File: src/rtl/alu_pkg.sv
// Shared types, packet/error constants and the reference CRC4 for the serial ALU receive path.
package alu_pkg;

  typedef enum logic {
    OK    = 1'b0,
    ERROR = 1'b1
  } status_t;

  typedef enum logic [2:0] {
    AND = 3'b000,
    OR  = 3'b001,
    ADD = 3'b100,
    SUB = 3'b101
  } alu_op_t;

  typedef enum logic [2:0] {
    RX_IDLE    = 3'd0,
    RX_TYPE    = 3'd1,
    RX_PAYLOAD = 3'd2,
    RX_STOP    = 3'd3,
    RX_EMIT    = 3'd4
  } rx_state_t;

  localparam logic PKT_DATA = 1'b0;
  localparam logic PKT_CMD  = 1'b1;

  localparam int ERR_OP_BIT   = 0;
  localparam int ERR_CRC_BIT  = 1;
  localparam int ERR_DATA_BIT = 2;

  // CRC4, poly x^4+x+1, init 0, MSB first over {B, A, 1'b1, op}.
  function automatic logic [3:0] crc4_d68(input logic [67:0] d);
    logic [3:0] c;
    logic       fb;
    c = '0;
    for (int i = 67; i >= 0; i--) begin
      fb = c[3] ^ d[i];
      c  = {c[2], c[1], c[0] ^ fb, fb};
    end
    return c;
  endfunction

endpackage

File: src/rtl/alu_rx_crc4.sv
// Bit-serial CRC4 LFSR (x^4+x+1, init 0, MSB first); clr has priority over en.
module alu_rx_crc4 (
  input  logic       clk,
  input  logic       rst_n,
  input  logic       clr,
  input  logic       en,
  input  logic       din,
  output logic [3:0] crc_o
);

  logic [3:0] crc_q, crc_d;
  logic       fb;

  always_comb begin
    fb    = crc_q[3] ^ din;
    crc_d = crc_q;
    if (clr) begin
      crc_d = '0;
    end else if (en) begin
      crc_d = {crc_q[2], crc_q[1], crc_q[0] ^ fb, fb};
    end
  end

  always_ff @(posedge clk or negedge rst_n) begin
    if (!rst_n) begin
      crc_q <= '0;
    end else begin
      crc_q <= crc_d;
    end
  end

  assign crc_o = crc_q;

endmodule

File: src/rtl/alu_serial_rx.sv
// Serial ALU input deserializer and frame checker; optional idle timeout under ALU_SERIAL_RX_TIMEOUT_EN.
// Handshake: out_valid holds with stable outputs until a cycle with out_valid & out_ready.
module alu_serial_rx
  import alu_pkg::*;
#(
  parameter int unsigned DATA_PKTS = 8
`ifdef ALU_SERIAL_RX_TIMEOUT_EN
  , parameter int unsigned TIMEOUT_CYCLES = 64
`endif
) (
  input  logic        clk,
  input  logic        rst_n,
  input  logic        sin,
  output logic        out_valid,
  input  logic        out_ready,
  output logic        out_status,
  output logic [31:0] out_a,
  output logic [31:0] out_b,
  output logic [2:0]  out_op,
  output logic [2:0]  out_err_flags,
  output logic        overrun
);

  localparam logic [3:0] DATA_PKTS_L = 4'(DATA_PKTS);

  rx_state_t   state_q, state_d;
  logic [2:0]  bit_cnt_q, bit_cnt_d;
  logic [3:0]  pkt_cnt_q, pkt_cnt_d;
  logic        type_q, type_d;
  logic [7:0]  pay_q, pay_d;
  logic [63:0] shreg_q, shreg_d;
  logic        stop_err_q, stop_err_d;
  logic [2:0]  pend_op_q, pend_op_d;
  logic [2:0]  pend_err_q, pend_err_d;
  logic        valid_q, valid_d;
  logic [31:0] a_q, a_d, b_q, b_d;
  logic [2:0]  op_q, op_d, err_q, err_d;
  logic        overrun_q, overrun_d;
  logic        crc_clr, crc_en, crc_din;
  logic [3:0]  crc_val;

`ifdef ALU_SERIAL_RX_TIMEOUT_EN
  localparam int IDLE_W = $clog2(TIMEOUT_CYCLES + 1);
  logic [IDLE_W-1:0] idle_cnt_q, idle_cnt_d;
`endif

  alu_rx_crc4 u_crc (
    .clk   (clk),
    .rst_n (rst_n),
    .clr   (crc_clr),
    .en    (crc_en),
    .din   (crc_din),
    .crc_o (crc_val)
  );

  always_comb begin
    state_d    = state_q;
    bit_cnt_d  = bit_cnt_q;
    pkt_cnt_d  = pkt_cnt_q;
    type_d     = type_q;
    pay_d      = pay_q;
    shreg_d    = shreg_q;
    stop_err_d = stop_err_q;
    pend_op_d  = pend_op_q;
    pend_err_d = pend_err_q;
    valid_d    = valid_q & ~out_ready;
    a_d        = a_q;
    b_d        = b_q;
    op_d       = op_q;
    err_d      = err_q;
    overrun_d  = overrun_q;
    crc_clr    = 1'b0;
    crc_en     = 1'b0;
    crc_din    = sin;
`ifdef ALU_SERIAL_RX_TIMEOUT_EN
    idle_cnt_d = '0;
`endif

    unique case (state_q)
      RX_IDLE: begin
        if (!sin) begin
          state_d = RX_TYPE;
        end
`ifdef ALU_SERIAL_RX_TIMEOUT_EN
        else if (pkt_cnt_q != 4'd0) begin
          if (idle_cnt_q == IDLE_W'(TIMEOUT_CYCLES - 1)) begin
            pkt_cnt_d  = '0;
            shreg_d    = '0;
            stop_err_d = 1'b0;
            crc_clr    = 1'b1;
          end else begin
            idle_cnt_d = idle_cnt_q + 1'b1;
          end
        end
`endif
      end
      RX_TYPE: begin
        type_d    = sin;
        bit_cnt_d = 3'd7;
        state_d   = RX_PAYLOAD;
      end
      RX_PAYLOAD: begin
        pay_d     = {pay_q[6:0], sin};
        bit_cnt_d = bit_cnt_q - 3'd1;
        // Cmd payload: leading 0 is replaced by the constant 1, op bits follow, crc bits are not hashed.
        if (type_q == PKT_DATA) begin
          crc_en = 1'b1;
        end else begin
          crc_en  = (bit_cnt_q >= 3'd4);
          crc_din = (bit_cnt_q == 3'd7) ? 1'b1 : sin;
        end
        if (bit_cnt_q == 3'd0) begin
          state_d = RX_STOP;
        end
      end
      RX_STOP: begin
        if (type_q == PKT_DATA) begin
          shreg_d = {shreg_q[55:0], pay_q};
          if (pkt_cnt_q != 4'hF) begin
            pkt_cnt_d = pkt_cnt_q + 4'd1;
          end
          if (!sin) begin
            stop_err_d = 1'b1;
          end
          state_d = RX_IDLE;
        end else begin
          pend_op_d  = pay_q[6:4];
          pend_err_d = '0;
          if (pkt_cnt_q != DATA_PKTS_L || stop_err_q || !sin) begin
            pend_err_d[ERR_DATA_BIT] = 1'b1;
          end else begin
            pend_err_d[ERR_OP_BIT]  = !(pay_q[6:4] inside {AND, OR, ADD, SUB});
            pend_err_d[ERR_CRC_BIT] = (crc_val != pay_q[3:0]);
          end
          state_d = RX_EMIT;
        end
      end
      RX_EMIT: begin
        if (!valid_q || out_ready) begin
          valid_d = 1'b1;
          a_d     = shreg_q[31:0];
          b_d     = shreg_q[63:32];
          op_d    = pend_op_q;
          err_d   = pend_err_q;
        end else begin
          overrun_d = 1'b1;
        end
        pkt_cnt_d  = '0;
        stop_err_d = 1'b0;
        crc_clr    = 1'b1;
        state_d    = RX_IDLE;
      end
      default: state_d = RX_IDLE;
    endcase
  end

  always_ff @(posedge clk or negedge rst_n) begin
    if (!rst_n) begin
      state_q    <= RX_IDLE;
      bit_cnt_q  <= '0;
      pkt_cnt_q  <= '0;
      type_q     <= 1'b0;
      pay_q      <= '0;
      shreg_q    <= '0;
      stop_err_q <= 1'b0;
      pend_op_q  <= '0;
      pend_err_q <= '0;
      valid_q    <= 1'b0;
      a_q        <= '0;
      b_q        <= '0;
      op_q       <= '0;
      err_q      <= '0;
      overrun_q  <= 1'b0;
    end else begin
      state_q    <= state_d;
      bit_cnt_q  <= bit_cnt_d;
      pkt_cnt_q  <= pkt_cnt_d;
      type_q     <= type_d;
      pay_q      <= pay_d;
      shreg_q    <= shreg_d;
      stop_err_q <= stop_err_d;
      pend_op_q  <= pend_op_d;
      pend_err_q <= pend_err_d;
      valid_q    <= valid_d;
      a_q        <= a_d;
      b_q        <= b_d;
      op_q       <= op_d;
      err_q      <= err_d;
      overrun_q  <= overrun_d;
    end
  end

`ifdef ALU_SERIAL_RX_TIMEOUT_EN
  always_ff @(posedge clk or negedge rst_n) begin
    if (!rst_n) begin
      idle_cnt_q <= '0;
    end else begin
      idle_cnt_q <= idle_cnt_d;
    end
  end
`endif

  assign out_valid     = valid_q;
  assign out_a         = a_q;
  assign out_b         = b_q;
  assign out_op        = op_q;
  assign out_err_flags = err_q;
  assign out_status    = (|err_q) ? ERROR : OK;
  assign overrun       = overrun_q;

endmodule

File: config.mk
export PLATFORM = sky130hd
export DESIGN_NAME = alu_serial_rx
export DESIGN_NICKNAME = d
export VERILOG_FILES = /design/src/rtl/alu_pkg.sv /design/src/rtl/alu_rx_crc4.sv /design/src/rtl/alu_serial_rx.sv
export SDC_FILE = /design/constraint.sdc
export NUM_CORES = 1
export LEC_CHECK = 0
export BUFFER_PORTS_ARGS = -buffer_cell sky130_fd_sc_hd__buf_4
export CAP_MARGIN = 20
export CORE_UTILIZATION = 58
export CTS_BUF_LIST = sky130_fd_sc_hd__clkbuf_16
export DETAILED_ROUTE_END_ITERATION = 16
export GPL_TIMING_DRIVEN = 0
export PLACE_DENSITY_LB_ADDON = 0.1
export SYNTH_ARGS = -nofsm -noshare
export SYNTH_HDL_FRONTEND = slang
export SYNTH_HIERARCHICAL = 1
export SYNTH_SLANG_ARGS = --single-unit
File: constraint.sdc
create_clock -name clk -period 2.6 [get_ports clk]
set_clock_uncertainty 0.1 [all_clocks]
set_input_delay 0.13 -clock clk [delete_from_list [all_inputs] [get_ports clk]]
set_output_delay 0.13 -clock clk [all_outputs]
set_load 0.01 [all_outputs]
==> results of run 1 <==
## sequential cells by signal, summed over array words and instances, names as in the netlist, 3 cells and up
signal / flops
shreg_q: 64
out_a: 32
out_b: 32
pay_q: 8
pkt_cnt_q: 4
u_crc/crc_o: 4
bit_cnt_q: 3
out_err_flags: 3
out_op: 3
pend_err_q: 3
pend_op_q: 3
state_q: 3
## worst reg2reg max path: stages (launching register included)
cell and delay (ns):
dfrtp_1 0.35, buf_2 0.17, nor3b_2 0.46, buf_2 0.33, a21boi_0 0.22, buf_2 0.23
mux2i_1 0.21, nor2_1 0.06
## cell usage in the layout, fill, tap and decap left out, types with 3 or more instances in the layout
master / instances
ha_1: 5
o21ai_0: 6
buf_1: 3
buf_6: 8
buf_4: 76
clkbuf_16: 17
dlygate4sd3_1: 3
nor2_1: 8
buf_2: 3
a21oi_1: 3
bufinv_16: 5
xor2_1: 4
mux2_4: 24
mux2_2: 54
clkbuf_1: 12
nor3_1: 4
o21a_1: 3
inv_1: 12
nand2_1: 203
dfrtp_1: 166
## cell type report
cell class                      count  area (um^2)
Inverter                            9        38.79
Timing Repair Buffer               80        631.9
Clock buffer                       17        425.4
Buffer                             26        157.7
Sequential cell                   166         4154
Tap cell                          140        175.2
Multi-Input combinational cell    348         2242
Fill cell                         751         2917
Clock inverter                     14        193.9
## worst max-delay path by stage
| stage | endpoint | slack, ns | cells after the start |
|---|---|---|---|
| floorplan | u_crc/crc_o[2] | 0.73 | 7 |
| finish | u_crc/crc_o[2] | 0.37 | 7 |
| global placement | u_crc/crc_o[2] | 0.44 | 7 |
| detailed placement | u_crc/crc_o[2] | 0.43 | 7 |
| global route | u_crc/crc_o[2] | 0.18 | 7 |
| CTS | u_crc/crc_o[2] | 0.40 | 7 |
## cell families after synthesis
kind of cell	synth area share, %
flip-flops	63.01
buffers and inverters	2.980
adder cells (fa/ha/maj)	0.9489
AO/OA/AOI/OAI	2.430
XOR/XNOR	0.7971
multiplexers	14.99
AND/OR/NAND/NOR	14.84
## metrics by stage
| stage | power (mW) | utilization (%) | instance area [um^2] |
|---|---|---|---|
| 2_1_floorplan | 4.937 | - | 6593 |
| 3_3_place_gp | 5.599 | 67.11 | 7338 |
| 3_5_place_dp | 5.713 | 67.39 | 7370 |
| 4_1_cts | 8.366 | 73.33 | 8019 |
| 5_1_grt | 8.739 | 73.33 | 8019 |
| 6_report | 8.307 | 73.33 | 8019 |
## per-layer routing
metal / wire length, um / GRT usage, % / up-vias / part of all wire [%]
met2: 6562 / 39.92 / 82 / 52
met5: 0 / 0 / - / 0
met4: 96 / 7.239 / 0 / 0.75
met1: 5656 / 30.73 / 2132 / 44
met3: 409 / 4.901 / 10 / 3.2
li1: - / - / 2000 / -
## power by group through the flow
stage	Clock [mW]	Combinational (mW)	Sequential, mW
after floorplan	0	1.25	3.69
after global placement	0	1.85	3.75
after detailed placement	0	1.93	3.78
after CTS	2.66	1.96	3.75
after global routing	2.76	2.15	3.83
final	2.61	1.94	3.75
==> metrics.log, run 1 <==
[metrics] count of mapped cells out of synthesis: 549
[metrics] die boundary height: 108.6 um
[metrics] Vias per Instance: 5.280
[metrics] smallest setup slack after layout: 0.3678 ns
[metrics] register-to-register path setup slack: 0.37 ns
[metrics] max-cap viol count: 0
[metrics] synthesized area per cell: 12.01 um^2
[metrics] buffer depth of the longest clock path: 2
[metrics] Num CTS Buffers: 17
[metrics] switching component of the power: 2.460 mW
[metrics] part of the total power dissipated in sequential elements: 45.2%
[metrics] crit-path most repeated cell: buf_2
[metrics] post-synthesis async set-or-reset flop share: 100.0%
[metrics] kind of cell with the highest combined delay on the critical path: buffers and inverters
[metrics] TritonCTS clock tree: done
[metrics] number of rows created at floorplan: 38
[metrics] critical register-to-register path startpoint: state_q[0]
[metrics] RSZ-0062 raised after global routing: no
[metrics] critical-path cell list: buf_2 > nor3b_2 > buf_2 > a21boi_0 > buf_2 > mux2i_1 > nor2_1
[metrics] capturing element type of the critical path: flop
[metrics] most common flop cell mapped by yosys: dfrtp_1
[metrics] launch point of the worst path: state_q[0]
[metrics] final setup violating endpoints: 0
[metrics] pwr/cell area: 1036 mW/mm^2
[metrics] effective utilization at floorplan: 60.29%
[metrics] sum of negative setup slack: 0 ns
[metrics] highest attainable clock frequency: 448.0 MHz
[metrics] average wire length per cell after detail routing: 15.91 um
[metrics] largest stage delay on the critical path: 0.46 ns
[metrics] leftover overflow at the end of global routing: 0
[metrics] FF-to-FF End: u_crc/crc_o[2]
[metrics] final worst-path cycle share: 85.86%
[metrics] Clock Sinks: 166
[metrics] switching power share of the total: 29.61%
[metrics] cell with the largest stage delay on the worst path: nor3b_2
[metrics] area fraction of the dominant cell type after synthesis: 63.01%
[metrics] area delta synth->final: 21.64%
[metrics] minimum setup slack after placement: 0.4262 ns
[metrics] cells on worst reg2reg path: 7
[metrics] cell total after placement: 766
[metrics] kind of path behind the tightest hold check: in2async
[metrics] sequential cell area fraction in the yosys report: 63.01%
[metrics] internal power: 5.848 mW
[metrics] via count of the first global-routing pass: 4,264
[metrics] half-perimeter wire length after detailed placement: 8589 um
[metrics] leading cell types by count after synthesis: nand2_1, dfrtp_1, mux2_2
[metrics] WP data arrival: 2.43 ns
[metrics] number of flops mapped to enable cells by yosys: 0
[metrics] CTS Hold Bufs: 3
[metrics] Clock H-tree levels: 4
[metrics] number of optimization iterations in the first detailed-route pass: 4
[metrics] antenna diode count: 0
[metrics] total of cells resized after clock tree synthesis: 0
[metrics] tightest hold margin: 0.2939 ns
[metrics] largest driver fanout on the critical path: 10
[metrics] library cell occupying the most area in the post-synthesis netlist: dfrtp_1
[metrics] most numerous cell in the Yosys netlist: nand2_1
[metrics] clock-pin transition on the worst setup and hold timing paths: 0.06 ns
[metrics] Hold Vio Cnt, Final: 0
[metrics] initial antenna violation count: 0
[metrics] final slew viol count: 0
[metrics] worst slew pin tran: 0.8726 ns
[metrics] leading post-synthesis cells by cell area: dfrtp_1, nand2_1, mux2_2
[metrics] number of antenna-violating nets in the routed design: 0
[metrics] pin count of the biggest net entering global routing: 99
[metrics] register bit count reported by yosys: 166
[metrics] combinational share of power: 23.4%
[metrics] Synthesized Nets: 558
[metrics] number of vias in the routed layout: 4,224
[metrics] Critical Path Source Type: flop
[metrics] share of final-layout standard cells stronger than drive strength 1: 30.15%
[metrics] routability-driven placement congestion ratio: 0.7763
[metrics] LEAKAGE: 4.380 nW
[metrics] overall track demand over capacity in global routing: 23.59%
[metrics] category of the critical setup timing path: reg2reg
[metrics] Total Wirelength: 12,720 um
[metrics] power share of the clock group: 31.5%
[metrics] mapped cell area: 0.006593 mm^2
[metrics] Ys Warns: 6
[metrics] Critical Path RT: 2.80 ns
[metrics] die area: 0.01180 mm^2
[metrics] Std-Cell Core Area: 0.01094 mm^2
[metrics] max_slew headroom: 41.82%
[metrics] final net count: 657
[metrics] Post-CTS Repair Setup Buffers: 0
[metrics] first-pass GRT wire length: 20,930 um
[metrics] number of ports placed on the die boundary: 77
[metrics] number of unique standard cell types used by synthesis: 46
[metrics] DRC marker count from the first detailed-route iteration: 169
[metrics] final instance count without filler cells: 800
[metrics] clock period minus final worst setup slack: 2.232 ns
[metrics] Clock Tree Root: clkbuf_16
[metrics] IR Drop Worst-Case VDD: 0.5868 mV
[metrics] buffers added on ports: 76
[metrics] Bufs and invs on worst path: 3
[metrics] status: finished clean
[metrics] count of unresolved DRC violations after routing: 0
[metrics] clock latency on the worst-skew pair: 0.41 ns
[metrics] DIE WIDTH: 108.6 um
Note: power is estimated with default switching activity, not from simulation.
==> run 2, diff against run 1 <==
CORE_UTILIZATION = 54   (was 58)
==> run 2 against run 1 <==
Core utilization down 5.7 points; via count down 1.4%; fmax down 0.12%; first-iteration DRC count up 1.8%; cell area down 1.7%; setup slack worse by 0.0026 ns; non-clock buffer count unchanged; global-route usage down 2.4 points; sequential power about the same; critical path depth unchanged; routed wire length down 5.1%; highest routed layer unchanged.
==> metrics.log, run 2 (synthesis results as in run 1) <==
[metrics] routability-driven placement congestion ratio: 0.7816
[metrics] multi-input combinational cell area: 0.002242 mm^2
[metrics] Total Wirelength: 12,080 um
[metrics] DRC marker count from the first detailed-route iteration: 172
[metrics] IR Drop Worst-Case VDD: 0.7499 mV
[metrics] minimum setup slack after placement: 0.4031 ns
[metrics] first-pass GRT wire length: 20,430 um
[metrics] Critical Path RT: 2.81 ns
[metrics] pin count of the biggest net entering global routing: 129
[metrics] Bufs and invs on worst path: 3
[metrics] internal power: 5.339 mW
[metrics] final setup violating endpoints: 0
[metrics] crit-path most repeated cell: buf_2
[metrics] initial antenna violation count: 0
[metrics] die boundary height: 112.5 um
[metrics] pwr/cell area: 979.3 mW/mm^2
[metrics] leftover overflow at the end of global routing: 0
[metrics] cell with the largest stage delay on the worst path: nor3b_2
[metrics] final net count: 657
[metrics] status: finished clean
[metrics] number of vias in the routed layout: 4,166
[metrics] number of antenna-violating nets in the routed design: 0
[metrics] part of the total power dissipated in sequential elements: 48.3%
[metrics] switching component of the power: 2.384 mW
[metrics] TritonCTS clock tree: done
[metrics] effective utilization at floorplan: 56.53%
[metrics] category of the critical setup timing path: reg2reg
[metrics] DIE WIDTH: 112.5 um
[metrics] clock latency on the worst-skew pair: 0.42 ns
[metrics] top library cells by usage in the layout, fill and taps aside: nand2_1, dfrtp_1, buf_4
[metrics] Clock Sinks: 166
[metrics] power share of the clock group: 26.8%
[metrics] largest driver fanout on the critical path: 10
[metrics] Clock Tree Root: clkbuf_16
[metrics] Num CTS Buffers: 17
[metrics] average wire length per cell after detail routing: 15.07 um
[metrics] share of final-layout standard cells stronger than drive strength 1: 29.64%
[metrics] switching power share of the total: 30.87%
[metrics] sum of negative setup slack: 0 ns
[metrics] most common cell after layout, fill and taps aside: nand2_1
[metrics] number of optimization iterations in the first detailed-route pass: 4
[metrics] LEAKAGE: 4.326 nW
[metrics] Vias per Instance: 5.201
[metrics] number of flip-flops in the largest register: 64
[metrics] half-perimeter wire length after detailed placement: 8273 um
[metrics] FILL cells: 873
[metrics] combinational share of power: 24.8%
[metrics] final slew viol count: 0
[metrics] CTS Hold Bufs: 3
[metrics] antenna diode count: 0
[metrics] kind of cell with the highest combined delay on the critical path: buffers and inverters
[metrics] sequential cell area: 0.004154 mm^2
[metrics] cell total after placement: 769
[metrics] highest attainable clock frequency: 447.4 MHz
[metrics] Post-CTS Repair Setup Buffers: 0
[metrics] clock period minus final worst setup slack: 2.235 ns
[metrics] buffer depth of the longest clock path: 2
[metrics] Hold Vio Cnt, Final: 0
[metrics] max_slew headroom: 56.43%
[metrics] overall track demand over capacity in global routing: 21.23%
[metrics] via count of the first global-routing pass: 4,140
[metrics] smallest setup slack after layout: 0.3651 ns
[metrics] WP data arrival: 2.44 ns
[metrics] Clock H-tree levels: 4
[metrics] critical-path cell list: buf_2 > nor3b_2 > buf_2 > a21boi_0 > buf_2 > mux2i_1 > nor2_1
[metrics] max-cap viol count: 0
[metrics] number of ports placed on the die boundary: 77
[metrics] kind of path behind the tightest hold check: in2async
[metrics] buffers added on ports: 76
[metrics] RSZ-0062 raised after global routing: no
[metrics] worst slew pin tran: 0.6535 ns
[metrics] die area: 0.01265 mm^2
[metrics] number of rows created at floorplan: 39
[metrics] Std-Cell Core Area: 0.01166 mm^2
[metrics] count of unresolved DRC violations after routing: 0
[metrics] largest stage delay on the critical path: 0.46 ns
[metrics] clock-pin transition on the worst setup and hold timing paths: 0.06 ns
[metrics] register bank with the most flops: shreg_q
[metrics] area delta synth->final: 19.62%
[metrics] total of cells resized after clock tree synthesis: 0
[metrics] final instance count without filler cells: 801
[metrics] final worst-path cycle share: 85.96%
[metrics] capturing element type of the critical path: flop
[metrics] Critical Path Source Type: flop
## run 2: changes by cell type in the layout (fill, tap and decap cells not counted), sizes merged
cell	previous run	this run
clkinvlp	1	0
inv	13	14
clkinv	4	7
bufinv	5	0
## run 2: worst paths after layout
kind	startpoint	end	slack (ns)	depth (start not counted)
setup reg to reg	state_q[0]	u_crc/crc_o[3]	0.37	7
hold reg to reg	shreg_q[58]	shreg_q[58]	0.37	2
max in group asynchronous	rst_n	pend_op_q[0]	1.42	3
setup / recovery	state_q[0]	u_crc/crc_o[3]	0.37	7
min in group clk	shreg_q[58]	shreg_q[58]	0.37	2
hold / removal	rst_n	out_b[25]	0.07	2
## run 2: metal layers
metal	vias up	wire length, um	GRT usage [%]
met5	-	0	0
met4	0	187	7.022
met3	20	363	6.263
met2	76	5758	33.46
met1	2073	5765	28.50
li1	1997	-	-
## run 2: area by class of cell
type	count	share of cell area (%)
buffer	26	1.999
clock buffer	17	5.394
clock inverter	12	0.6822
inverter	9	0.4918
multi-input combinational	348	28.43
sequential	166	52.67
tap	143	2.269
timing repair buffer	80	8.060
## run 2: worst register-to-register path, cell delays in order (launching register included)
cell and delay, ns:
dfrtp_1 0.37, buf_2 0.17, nor3b_2 0.46, buf_2 0.31
a21boi_0 0.23, buf_2 0.23, mux2i_1 0.22, nor2_1 0.05
## run 2: per-stage QoR
step                total power, mW  hold WS [ns]  area (um^2)  util (%)
floorplan                     4.937       -0.2656         6593         -
global placement              5.607        0.3263         7342     62.95
detailed placement            5.700      -0.07891         7377     63.25
CTS                           7.791       0.07620         7886     67.62
global route                  8.203       0.08115         7886     67.62
finish                        7.723       0.06959         7886     67.62
## run 2: power groups by stage
stage	registers, mW	clock network [mW]	logic, mW
3_3_place_gp	3.75	0	1.86
6_report	3.73	2.07	1.92
5_1_grt	3.82	2.25	2.14
2_1_floorplan	3.69	0	1.25
4_1_cts	3.74	2.11	1.94
3_5_place_dp	3.77	0	1.93
==> run 3, diff against run 2 <==
PLACE_DENSITY = 0.82   (was unset)
PLACE_DENSITY_LB_ADDON = unset   (was 0.1)
==> run 3 against run 2 <==
Sequential share of layout area shrank 0.30 points; cell area grew 0.57%; register-to-register slack gained 0.04 ns; power grew 3.2%; core utilization grew 0.39 points.
==> metrics.log, run 3 (synthesis results as in run 1) <==
[metrics] cell total after placement: 769
[metrics] Clock Sinks: 166
[metrics] cells on worst reg2reg path: 7
[metrics] pwr/cell area: 1005 mW/mm^2
[metrics] register bank with the most flops: shreg_q
[metrics] Clock Tree Root: clkbuf_16
[metrics] IR Drop Worst-Case VDD: 0.4878 mV
[metrics] status: finished clean
[metrics] Hold Vio Cnt, Final: 0
[metrics] leftover overflow at the end of global routing: 0
[metrics] crit-path most repeated cell: buf_2
[metrics] Vias per Instance: 5.271
[metrics] final net count: 657
[metrics] first-pass GRT wire length: 21,550 um
[metrics] sum of negative setup slack: 0 ns
[metrics] switching power share of the total: 30.58%
[metrics] number of ports placed on the die boundary: 77
[metrics] part of the total power dissipated in sequential elements: 47.1%
[metrics] initial antenna violation count: 0
[metrics] half-perimeter wire length after detailed placement: 8735 um
[metrics] buffers added on ports: 76
[metrics] final slew viol count: 0
[metrics] critical path capture point: u_crc/crc_o[3]
[metrics] number of vias in the routed layout: 4,227
[metrics] multi-input combinational cell area: 0.002242 mm^2
[metrics] Clock H-tree levels: 4
[metrics] kind of path behind the tightest hold check: in2async
[metrics] FILL cells: 822
[metrics] effective utilization at floorplan: 56.53%
[metrics] buffer depth of the longest clock path: 2
[metrics] RSZ-0062 raised after global routing: no
[metrics] DIE WIDTH: 112.5 um
[metrics] overall track demand over capacity in global routing: 22.24%
[metrics] final worst-path cycle share: 84.51%
[metrics] count of unresolved DRC violations after routing: 0
[metrics] clock period minus final worst setup slack: 2.197 ns
[metrics] largest driver fanout on the critical path: 10
[metrics] LEAKAGE: 4.344 nW
[metrics] antenna diode count: 0
[metrics] number of optimization iterations in the first detailed-route pass: 5
[metrics] clock latency on the worst-skew pair: 0.42 ns
[metrics] DRC marker count from the first detailed-route iteration: 224
[metrics] top library cells by usage in the layout, fill and taps aside: nand2_1, dfrtp_1, buf_4
[metrics] critical-path cell list: buf_2 > nor3b_2 > buf_2 > a21boi_0 > buf_2 > mux2i_1 > nor2_1
[metrics] share of final-layout standard cells stronger than drive strength 1: 29.44%
[metrics] launch point of the worst path: state_q[0]
[metrics] max_slew headroom: 52.34%
[metrics] die boundary height: 112.5 um
[metrics] die area: 0.01265 mm^2
[metrics] switching component of the power: 2.437 mW
[metrics] final instance count without filler cells: 802
[metrics] routability-driven placement congestion ratio: 0.7961
[metrics] Critical Path Source Type: flop
[metrics] combinational share of power: 24.2%
[metrics] Num CTS Buffers: 17
[metrics] worst slew pin tran: 0.7149 ns
[metrics] largest stage delay on the critical path: 0.47 ns
[metrics] final setup violating endpoints: 0
[metrics] critical register-to-register path startpoint: state_q[0]
[metrics] clock-pin transition on the worst setup and hold timing paths: 0.06 ns
[metrics] most common cell after layout, fill and taps aside: nand2_1
[metrics] number of flip-flops in the largest register: 64
[metrics] total of cells resized after clock tree synthesis: 0
[metrics] Critical Path RT: 2.81 ns
[metrics] sequential cell area: 0.004154 mm^2
[metrics] area delta synth->final: 20.31%
[metrics] max-cap viol count: 0
[metrics] pin count of the biggest net entering global routing: 89
[metrics] power share of the clock group: 28.7%
[metrics] WP data arrival: 2.40 ns
[metrics] number of rows created at floorplan: 39
[metrics] capturing element type of the critical path: flop
[metrics] FF-to-FF End: u_crc/crc_o[3]
[metrics] category of the critical setup timing path: reg2reg
[metrics] Std-Cell Core Area: 0.01166 mm^2
[metrics] average wire length per cell after detail routing: 15.99 um
[metrics] TritonCTS clock tree: done
[metrics] via count of the first global-routing pass: 4,309
[metrics] Total Wirelength: 12,820 um
[metrics] internal power: 5.534 mW
[metrics] cell with the largest stage delay on the worst path: nor3b_2
[metrics] number of antenna-violating nets in the routed design: 0
[metrics] highest attainable clock frequency: 455.1 MHz
[metrics] register-to-register path setup slack: 0.40 ns
## run 3: how the worst min path moves through the flow
stage | start | to | slack, ns | depth (start not counted)
final | rst_n | out_b[26] | 0.20 | 2
after global routing | rst_n | out_b[26] | 0.27 | 2
after CTS | rst_n | out_b[26] | 0.23 | 2
after detailed placement | rst_n | out_b[26] | 0.1 | 1
after global placement | sin | type_q | 0.33 | 2
after floorplan | rst_n | bit_cnt_q[0] | -0.27 | 0
## run 3: critical path, delay by kind of cell, from the launching register on
family                 cells  cell delay, ns
AO/OA/AOI/OAI              1            0.19
multiplexers               1            0.22
buffers and inverters      3            0.69
AND/OR/NAND/NOR            2            0.54
flip-flops                 1            0.35
## run 3: final cells by class
type | instances | share of cell area, %
buffer | 26 | 1.988
sequential | 166 | 52.37
tap | 143 | 2.256
clock inverter | 13 | 1.294
multi-input combinational | 348 | 28.27
clock buffer | 17 | 5.364
timing repair buffer | 80 | 7.967
inverter | 9 | 0.4890
## run 3: power by group through the flow
stage	combinational (mW)	clock (mW)	sequential, mW
2_1_floorplan	1.25	0	3.69
3_3_place_gp	1.83	0	3.75
3_5_place_dp	1.93	0	3.79
4_1_cts	1.95	2.32	3.76
5_1_grt	2.13	2.46	3.84
6_report	1.93	2.29	3.76
## run 3: through the flow
step	total power [mW]	utilization, %	hold slack, ns	setup WS, ns	instance area (um^2)
after floorplan	4.937	-	-0.2656	0.7300	6593
after global placement	5.586	62.95	0.3342	0.4747	7342
after detailed placement	5.720	63.22	0.09853	0.4469	7373
after CTS	8.030	68.01	0.2284	0.4112	7931
after global routing	8.426	68.01	0.2661	0.2195	7931
final	7.972	68.01	0.1994	0.4026	7931
## run 3: metal layers
metal	track usage [%]	up-vias	routed length, um
li1	-	1996	-
met1	28.84	2107	5655
met2	36.11	101	6388
met3	5.238	23	476
met4	9.600	0	303
met5	0	-	0
## run 3: what timing repair did
item                      CTS  global route
hold buffers                3             0
buffers inserted            0             0
hold endpoints to repair   84             0
